`config.mk`:
```
export PLATFORM = sky130hd
export DESIGN_NAME = mips_trace_monitor
export DESIGN_NICKNAME = d
export VERILOG_FILES = /design/src/rtl/mips_trace_monitor.sv
export SDC_FILE = /design/constraint.sdc
export NUM_CORES = 1
export LEC_CHECK = 0
export BUFFER_PORTS_ARGS = -buffer_cell sky130_fd_sc_hd__buf_2
export CORE_ASPECT_RATIO = 1.2
export CORE_MARGIN = 4
export CORE_UTILIZATION = 66
export CTS_CLUSTER_DIAMETER = 30
export DETAILED_ROUTE_END_ITERATION = 8
export PLACE_DENSITY = 0.84
export SYNTH_ARGS = -nofsm -noshare
export SYNTH_HDL_FRONTEND = slang
export SYNTH_SLANG_ARGS = --single-unit
```
`constraint.sdc`:
```
create_clock -name clk -period 9.6 [get_ports clk]
set_input_delay 0.48 -clock clk [delete_from_list [all_inputs] [get_ports clk]]
set_output_delay 0.48 -clock clk [all_outputs]
set_load 0.01 [all_outputs]
```
`src/rtl/mips_trace_monitor.sv`:
```
// Execution-trace monitor for the 16-bit MIPS core: records every PC change into a
// circular buffer until halt or timeout, then replays the trace oldest-first on request.
module mips_trace_monitor #(
   parameter int DATA_W      = 16,
   parameter int DEPTH       = 16,
   parameter int HALT_CYCLES = 4,
   parameter int TIMEOUT     = 50,
   localparam int PTR_W      = $clog2(DEPTH),
   localparam int CNT_W      = $clog2(TIMEOUT + 1)
) (
   input  logic              clk,
   input  logic              reset,
   input  logic              start,
   input  logic [DATA_W-1:0] pc_in,
   input  logic [DATA_W-1:0] result_in,
   input  logic              rd_req,
   output logic              rd_valid,
   output logic [DATA_W-1:0] rd_pc,
   output logic [DATA_W-1:0] rd_result,
   output logic              rd_last,
   output logic [1:0]        state,
   output logic              halted,
   output logic              timed_out,
   output logic              wrapped,
   output logic [PTR_W:0]    entry_count,
   output logic [CNT_W-1:0]  cycle_count
);
   localparam int SW = $clog2(HALT_CYCLES + 1);
   localparam logic [PTR_W:0]   FULL = (PTR_W + 1)'(DEPTH);
   localparam logic [PTR_W:0]   ONE  = (PTR_W + 1)'(1);
   localparam logic [CNT_W-1:0] CMAX = CNT_W'(TIMEOUT);

   typedef enum logic [1:0] {IDLE = 2'd0, CAPTURE = 2'd1, DONE = 2'd2} state_t;
   state_t state_q, state_next;

   logic [DATA_W-1:0] mem_pc  [DEPTH];
   logic [DATA_W-1:0] mem_res [DEPTH];
   logic [PTR_W-1:0]  wr_ptr, rd_ptr;
   logic [PTR_W:0]    unread;
   logic [SW-1:0]     stable;
   logic [DATA_W-1:0] last_pc;
   logic              have_last;
   logic              clear, capture_en, pop;
   logic              write, halt_hit, timeout_hit;

   assign state       = state_q;
   assign write       = !have_last || (pc_in != last_pc);
   assign halt_hit    = capture_en && !write && ((int'(stable) + 1) >= HALT_CYCLES);
   assign timeout_hit = capture_en && ((int'(cycle_count) + 1) >= TIMEOUT);

   always_ff @(posedge clk or posedge reset) begin
      if (reset) state_q <= IDLE;
      else       state_q <= state_next;
   end

   always_comb begin
      state_next = state_q;
      case (state_q)
         IDLE:    if (start) state_next = CAPTURE;
         CAPTURE: if (halt_hit || timeout_hit) state_next = DONE;
         DONE: begin
            if (start)                       state_next = CAPTURE;
            else if (pop && (unread == ONE)) state_next = IDLE;
         end
         default: state_next = IDLE;
      endcase
   end

   // start in DONE abandons unread entries, so it takes priority over a pop
   always_comb begin
      clear      = 1'b0;
      capture_en = 1'b0;
      pop        = 1'b0;
      case (state_q)
         IDLE:    clear = start;
         CAPTURE: capture_en = 1'b1;
         DONE: begin
            clear = start;
            pop   = !start && rd_req && (unread != '0);
         end
         default: ;
      endcase
   end

   always_ff @(posedge clk) begin
      if (capture_en && write) begin
         mem_pc[wr_ptr]  <= pc_in;
         mem_res[wr_ptr] <= result_in;
      end
   end

   always_ff @(posedge clk or posedge reset) begin
      if (reset) begin
         wr_ptr      <= '0;
         rd_ptr      <= '0;
         unread      <= '0;
         stable      <= '0;
         last_pc     <= '0;
         have_last   <= 1'b0;
         entry_count <= '0;
         cycle_count <= '0;
         halted      <= 1'b0;
         timed_out   <= 1'b0;
         wrapped     <= 1'b0;
      end else if (clear) begin
         wr_ptr      <= '0;
         rd_ptr      <= '0;
         unread      <= '0;
         stable      <= '0;
         have_last   <= 1'b0;
         entry_count <= '0;
         cycle_count <= '0;
         halted      <= 1'b0;
         timed_out   <= 1'b0;
         wrapped     <= 1'b0;
      end else if (capture_en) begin
         if (cycle_count != CMAX) cycle_count <= cycle_count + 1'b1;
         if (write) begin
            wr_ptr    <= wr_ptr + 1'b1;
            last_pc   <= pc_in;
            have_last <= 1'b1;
            stable    <= '0;
            // a full buffer drops its oldest entry; fullness lives in entry_count
            if (entry_count == FULL) begin
               rd_ptr  <= rd_ptr + 1'b1;
               wrapped <= 1'b1;
            end else begin
               entry_count <= entry_count + 1'b1;
               unread      <= unread + 1'b1;
            end
         end else begin
            stable <= stable + 1'b1;
         end
         if (halt_hit)    halted    <= 1'b1;
         if (timeout_hit) timed_out <= 1'b1;
      end else if (pop) begin
         rd_ptr <= rd_ptr + 1'b1;
         unread <= unread - 1'b1;
      end
   end

   // read port stage: one-cycle latency, all fields zero when not valid
   always_ff @(posedge clk or posedge reset) begin
      if (reset) begin
         rd_valid  <= 1'b0;
         rd_last   <= 1'b0;
         rd_pc     <= '0;
         rd_result <= '0;
      end else if (pop) begin
         rd_valid  <= 1'b1;
         rd_last   <= (unread == ONE);
         rd_pc     <= mem_pc[rd_ptr];
         rd_result <= mem_res[rd_ptr];
      end else begin
         rd_valid  <= 1'b0;
         rd_last   <= 1'b0;
         rd_pc     <= '0;
         rd_result <= '0;
      end
   end
endmodule

```
==> results of run 1 <==
==> power by group through the flow <==
stage                     clock, uW  sequential, uW  combinational [uW]
after global placement            0            3510                1800
final                          3090            3530                1940
after detailed placement          0            3540                1860
after global routing           3260            3560                2060
after CTS                      3100            3530                1950
after floorplan                   0            3420                1440
==> through the flow <==
stage / hold WS [ns] / worst slack, ns / power, uW
after detailed placement: 0.4567 / 6.045 / 5408
after floorplan: 0.4383 / 4.571 / 4862
after global placement: 0.4504 / 6.091 / 5306
after CTS: 0.2386 / 5.978 / 8578
after global routing: 0.2580 / 5.764 / 8870
final: 0.2596 / 6.075 / 8560
==> worst max-delay path: cells and delay by family, from the launching register on <==
kind | cells | cell delay [ns]
buffers and inverters | 2 | 1.42
DFF | 1 | 0.64
muxes | 2 | 1.12
and+or+nand+nor | 1 | 0.14
==> state kept, by name (all words and copies together), names as in the netlist, 2 cells and up <==
name,cells
last_pc,16
mem_pc,256
entry_count,5
mem_res,256
wr_ptr,4
cycle_count,6
rd_result,16
unread,5
stable,3
state,2
rd_pc,16
rd_ptr,4
==> logic make-up after synthesis <==
logic type / synth area share
flip-flops: 0.7573
AND/OR/NAND/NOR: 0.03882
multiplexers: 0.1577
buffers and inverters: 0.01379
AO/OA/AOI/OAI: 0.01732
XOR/XNOR: 0.006841
adder cells (fa/ha/maj): 0.008145
==> per-layer routing <==
layer  part of all wire  track usage
met5                  0            0
met2               0.50       0.5046
met1               0.37       0.4506
met4              0.043       0.1271
met3              0.094      0.06056
==> placed cells by master, fill, tap and decap left out, types with 3 or more instances in the layout <==
cell type and count:
buf_2 85, nor3_2 4, clkinvlp_4 13, nor2_4 4
nand3_1 20, nor2_1 6, nand2_1 76, o31ai_1 10
nand2b_1 3, clkinv_2 9, buf_4 20, edfxtp_1 512
mux4_2 160, o21ai_0 20, and3_1 3, clkbuf_8 6
nor2b_1 34, clkinv_8 4, a31o_2 3, and2_2 3
dfrtp_1 79, or3_1 3, clkbuf_1 12, xnor2_1 12
clkinv_1 8, bufinv_16 5, and3_2 4, inv_6 5
clkbuf_16 88, clkinv_4 4, nand4_1 4, inv_1 14
ha_1 15, nor3_1 6, xor2_1 6, o211ai_1 9
a21oi_1 9, inv_8 3
==> path summary, 6_finish.rpt <==
kind / slack, ns / depth (start not counted) / to / start
min in group asynchronous: 0.43 / 3 / rd_result[4]$_DFF_PP0_ / reset
worst max register to register: 6.08 / 5 / rd_result[0]$_DFF_PP0_ / rd_ptr[0]$_DFFE_PP0P_
worst max-delay path: 6.08 / 5 / rd_result[0]$_DFF_PP0_ / rd_ptr[0]$_DFFE_PP0P_
max in group asynchronous: 7.77 / 4 / rd_ptr[0]$_DFFE_PP0P_ / reset
worst min-delay path: 0.26 / 1 / mem_res[15][0]$_DFFE_PP_ / result_in[0]
worst min register to register: 0.47 / 2 / have_last$_DFFE_PP0P_ / have_last$_DFFE_PP0P_
==> final cells by class <==
| type | count | area (sq um) | share of cell area |
|---|---|---|---|
| clock buffer | 106 | 2330 | 0.08670 |
| clock inverter | 52 | 520.5 | 0.01937 |
| inverter | 15 | 58.81 | 0.002188 |
| multi-input combinational | 440 | 5344 | 0.1989 |
| sequential | 595 | 17460 | 0.6498 |
| tap | 456 | 570.5 | 0.02123 |
| timing repair buffer | 106 | 585.6 | 0.02179 |
==> flow_summary_export.csv, run 1 <==
group,metric,value,unit
run_status,status,"completed",
synth,synth_edf_count,512,
place,postPlaceCellArea,0.02401,sq mm
synth,async_flop_share,0.1395,
layout,drive_above_1_share,0.3280,
worst_setup_path,worst-path-max-fanout,39,
worst_setup_path,critical_path.max_stage_delay,0.72,ns
timing,fmax,0.2837,GHz
worst_setup_path,worst_setup_path_start_kind,"register",
clocking,cts.path.max_buffers,3,
layout,final_cells,1770,
die,die_h,212.7,um
timing,worstMarginPinSlew,1.304,ns
place,place_congestion,0.7621,
die,dieArea,0.03798,sq mm
clocking,cts_tree,"done",
power_and_ir_drop,netSwitchingPower,2523,uW
synth,synth.cells.most_frequent,"edfxtp_1 (512), mux4_2 (160), dfrtp_1 (83)",
synth,synthCells,1107,
synth,synth-main-ff-cell,"edfxtp_1",
clocking,cts.sink_count,595,
layout,n_fill_cell,1644,
clocking,clock_latency,0.60,ns
power_and_ir_drop,switching_share,0.2947,
die,core,0.03426,sq mm
clocking,cts_made_buffers,84,
clocking,htree_levels,3,
route,ant_nets,0,
route,firstDrtPassIters,5,
synth,synth_seq_area_share,0.7573,
die,io-pin-count,86,
power_and_ir_drop,p_int,6038,uW
grt,grt_start_max_net_pins,72,
worst_setup_path,slowest_stage,"buf_4",
route,route.detailed.drc,0,
clocking,clk_pin_slew,0.06,ns
worst_setup_path,crit_chain,"buf_4 -> buf_4 -> mux4_2 -> mux4_2 -> nor2b_1",
route,dr.first_iter.drc_count,1979,
clocking,post_cts_resize_count,0,
clocking,cts_root_buffer,"clkbuf_16",
timing,drv_slew,0,
grt,grt_pass1_vias,12954,
layout,nNetsFinal,1293,
route,dr_total_vias,12240,
timing,hold_viol_final,0,
die,start_util,0.6726,
grt,track_usage,0.3177,
power_and_ir_drop,leakagePower,0.009299,uW
clocking,cts_hold_buf,1,
timing,fin_setup_tns,0,ns
timing,finalSetupViolations,0,
synth,syn_area,0.02304,sq mm
power_and_ir_drop,p_comb_frac,0.226,
synth,syn-num-nets,1158,
grt,antenna_found_initial,0,
place,placed_cells_incl_taps,1611,
synth,synth_cell_types,44,
synth,yosys.area.top_type,"edfxtp_1",
die,placementRows,74,
layout,syn_to_final_growth,16.61,%
flow_run,max_cap_violations,0,
power_and_ir_drop,clkPwrFrac,0.361,
timing,period_minus_slack,3.525,ns
hold_path,hold_class,"in2reg",
synth,ys_ff_latch,595,
route,wl_per_cell,32.42,um
timing,rsz0062_at_grt,"false",
timing,post-route-period-util,0.3672,
power_and_ir_drop,ir_worst_vdd,0.2333,mV
worst_setup_path,cp_data_required_time,10.04,ns
place,portBuffers,85,
synth,yosys-top-cells-area,"edfxtp_1 (67%), mux4_2 (16%), dfrtp_1 (9.0%)",
route,vias_per_cell,6.915,
worst_setup_path,worstSetupPathType,"reg2reg",
layout,finalCoreUtilization,0.7844,
clocking,cts_setup_buffers,0,
synth,synth_top_area_frac,0.6672,
power_and_ir_drop,p_per_area,318.6,mW/mm^2
layout,fin_area,0.02687,sq mm
synth,avgSynthCellArea,20.82,sq um
synth,yosys_warnings,0,
route,wirelength,57.38,mm
grt,overflow,0,
power_and_ir_drop,p_seq_frac,0.413,
timing,fin_skew,0.02817,ns
timing,slew_headroom,0.1305,
worst_setup_path,arrival,3.96,ns
layout,diodes,0,
place,dp_hpwl,25.66,mm
worst_setup_path,critPathCaptureType,"register",
synth,synth.most_common_cell,"edfxtp_1",
grt,grt_first_pass_wirelength,85.99,mm
die,die_w,178.6,um
No activity file was read; power rests on OpenSTA's default activity.
==> run 2, diff against run 1 <==
--- a/config.mk
+++ b/config.mk
@@ -8,10 +8,10 @@
 export BUFFER_PORTS_ARGS = -buffer_cell sky130_fd_sc_hd__buf_2
 export CORE_ASPECT_RATIO = 1.2
 export CORE_MARGIN = 4
-export CORE_UTILIZATION = 66
+export CORE_UTILIZATION = 61
 export CTS_CLUSTER_DIAMETER = 30
 export DETAILED_ROUTE_END_ITERATION = 8
-export PLACE_DENSITY = 0.84
+export PLACE_DENSITY = 0.79
 export SYNTH_ARGS = -nofsm -noshare
 export SYNTH_HDL_FRONTEND = slang
 export SYNTH_SLANG_ARGS = --single-unit
==> constraint.sdc (replaced) <==
create_clock -name clk -period 3.5 [get_ports clk]
set_input_delay 0.175 -clock clk [delete_from_list [all_inputs] [get_ports clk]]
set_output_delay 0.175 -clock clk [all_outputs]
set_load 0.01 [all_outputs]
==> run 2 against run 1 <==
Net effect: critical path depth increased by 5; sequential share of layout area is 2.1 points lower; core utilization down 3.6 points; non-clock buffer count increased by 50; clock skew shrank 0.00064 ns; clock power rose to 3.0 times the previous value; worst setup slack worse by 5.7 ns; register-to-register slack worse by 5.7 ns; wire length is 2.2% lower; global-route usage shrank 3.3 points; critical endpoint is now mem_res[15][0]$_DFFE_PP_.
==> flow_summary_export.csv, run 2 (synthesized netlist as in run 1, its figures left out) <==
group,metric,value,unit
place,place_ws,0.4462,ns
die,io-pin-count,86,
hold_path,hold_class,"in2reg",
worst_setup_path,worst-path-max-fanout,23,
timing,fin_setup_tns,0,ns
timing,period_minus_slack,3.127,ns
worst_setup_path,critPathCaptureType,"register",
power_and_ir_drop,clkPwrFrac,0.379,
timing,worstMarginPinSlew,1.160,ns
timing,rsz0062_at_grt,"false",
power_and_ir_drop,finalPower,24400,uW
place,place_congestion,0.8016,
route,route.detailed.drc,0,
worst_setup_path,arrival,3.43,ns
grt,track_usage,0.2847,
power_and_ir_drop,ir_worst_vdd,0.5955,mV
clocking,clk_pin_slew,0.06,ns
route,wirelength,56.14,mm
die,core,0.03709,sq mm
clocking,clock_latency,0.62,ns
timing,finalSetupViolations,0,
hold_path,min_path_cells,3,
route,dr_total_vias,12021,
clocking,cts.sink_count,595,
power_and_ir_drop,switching_share,0.2923,
place,portBuffers,85,
worst_setup_path,worst_setup_path_start_kind,"input pin",
worst_setup_path,cp_num_buf_inv,5,
timing,fmax,0.3198,GHz
timing,setup_ws,0.3727,ns
layout,syn_to_final_growth,20.42,%
clocking,cts_root_buffer,"clkbuf_16",
run_status,status,"completed",
timing,slew_headroom,0.2265,
route,ant_nets,0,
grt,grt_start_max_net_pins,68,
worst_setup_path,slowest_stage,"nor2_4",
clocking,cts_setup_buffers,0,
layout,reg_top3,"mem_pc x256, mem_res x256",
worst_setup_path,critPathMostFrequentCell,"buf_4",
worst_setup_path,critical_path.max_stage_delay,0.77,ns
power_and_ir_drop,p_per_area,879.1,mW/mm^2
route,vias_per_cell,6.505,
die,placementRows,77,
grt,antenna_found_initial,1,
layout,final_cell_mix,"edfxtp_1 (512), mux4_2 (160), clkbuf_16 (93)",
clocking,cts.path.max_buffers,3,
power_and_ir_drop,netSwitchingPower,7130,uW
hold_path,holdPathEnd,"unread[4]$_DFFE_PP0P_",
worst_setup_path,cp_top_family,"buffers and inverters",
layout,final_common_cell,"edfxtp_1",
worst_setup_path,crit_chain,"dlygate4sd3_1 -> buf_2 -> xor2_1 -> nor4_1 -> buf_4 -> and3_1 -> a21o_1 -> buf_4 -> nor2_4 -> buf_4",
worst_setup_path,worstSetupPathType,"in2reg",
layout,fin_area,0.02775,sq mm
grt,grt_pass1_vias,12823,
die,die_h,220.9,um
worst_setup_path,rr_worst_depth,8,
place,dp_hpwl,27.79,mm
power_and_ir_drop,p_int,17270,uW
grt,overflow,0,
worst_setup_path,cp_data_required_time,3.80,ns
die,die_w,185.4,um
worst_setup_path,reg2reg_to,"mem_res[15][0]$_DFFE_PP_",
power_and_ir_drop,leakagePower,0.009714,uW
die,dieArea,0.04096,sq mm
worst_setup_path,r2r_start,"last_pc[14]$_DFFE_PP0P_",
power_and_ir_drop,p_seq_frac,0.395,
layout,finalCoreUtilization,0.7481,
timing,post-route-period-util,0.8935,
power_and_ir_drop,p_comb_frac,0.226,
worst_setup_path,rrSetupSlack,0.39,ns
clocking,htree_levels,3,
route,wl_per_cell,30.38,um
clocking,cts_made_buffers,89,
timing,hold_viol_final,0,
place,postPlaceCellArea,0.02431,sq mm
route,dr.first_iter.drc_count,1684,
timing,fin_skew,0.02753,ns
grt,grt_first_pass_wirelength,84.88,mm
layout,nNetsFinal,1348,
flow_run,max_cap_violations,0,
layout,drive_above_1_share,0.3423,
route,firstDrtPassIters,5,
hold_path,worstHoldStart,"start",
timing,drv_slew,0,
clocking,cts_tree,"done",
die,start_util,0.6213,
[run 2: cell count changes in the layout (fill, tap and decap cells not counted), moves of 2 or more]
cell and delta:
inv_6 +11, bufinv_16 +5, clkbuf_8 -4, buf_4 +9, dlygate4sd3_1 +31, clkbuf_16 +5
buf_12 +10, clkbuf_1 -7, clkinv_4 +7, clkinv_2 +2, clkinv_8 -3, clkinv_1 -4
clkinvlp_4 -3
[run 2: power by group through the flow]
| stage | Clock (uW) | Sequential (uW) | Combinational, uW |
|---|---|---|---|
| after floorplan | 0 | 9380 | 3950 |
| after global placement | 0 | 9600 | 5310 |
| after detailed placement | 0 | 9690 | 5420 |
| after CTS | 9270 | 9640 | 5560 |
| after global routing | 9650 | 9740 | 5890 |
| final | 9240 | 9650 | 5510 |
[run 2: what timing repair did]
item / in CTS / in global routing
hold endpoints to repair: 533 / 0
hold buffers: 32 / 0
gates resized for setup: 0 / 0
endpoints found under the setup margin: 0 / 0
[run 2: routing by layer]
metal  vias to the layer above  wire length (um)  GRT usage
met5                         -                 0          0
met4                         0              1971     0.1056
li1                       4906                 -          -
met3                       117              4837    0.05535
met1                      6280             19980     0.3877
met2                       718             29350     0.4657
[run 2: metrics by stage]
stage                     cells  hold slack (ns)
after detailed placement   1648           0.4373
after floorplan            1107           0.2739
after CTS                  1847          0.05410
after global placement     1648           0.4270
after global routing       1848          0.08036
final                      1848          0.07674
[run 2: cell type report]
class,instances,area (sq um)
Clock buffer,100,2374
Fill cell,1891,9343
Tap cell,474,593.1
Inverter,15,58.81
Antenna cell,1,2.502
Timing Repair Buffer,156,1164
Multi-Input combinational cell,440,5353
Clock inverter,67,743.2
Sequential cell,595,17460
[run 2: worst max path at each step]
stage / from / endpoint / slack (ns) / cells after the start
after global routing: pc_in[14] / mem_pc[15][9]$_DFFE_PP_ / 0.26 / 10
after CTS: last_pc[14]$_DFFE_PP0P_ / mem_pc[15][12]$_DFFE_PP_ / 0.40 / 8
final: pc_in[14] / mem_res[15][0]$_DFFE_PP_ / 0.37 / 10
after floorplan: last_pc[8]$_DFFE_PP0P_ / mem_pc[4][0]$_DFFE_PP_ / -0.57 / 8
after detailed placement: pc_in[14] / mem_pc[15][13]$_DFFE_PP_ / 0.45 / 9
after global placement: pc_in[14] / mem_res[10][7]$_DFFE_PP_ / 0.54 / 8
[run 2: worst min-delay path: stages]
cell,delay (ns)
buf_2,0.11
nor2b_1,0.21
a21oi_1,0.15
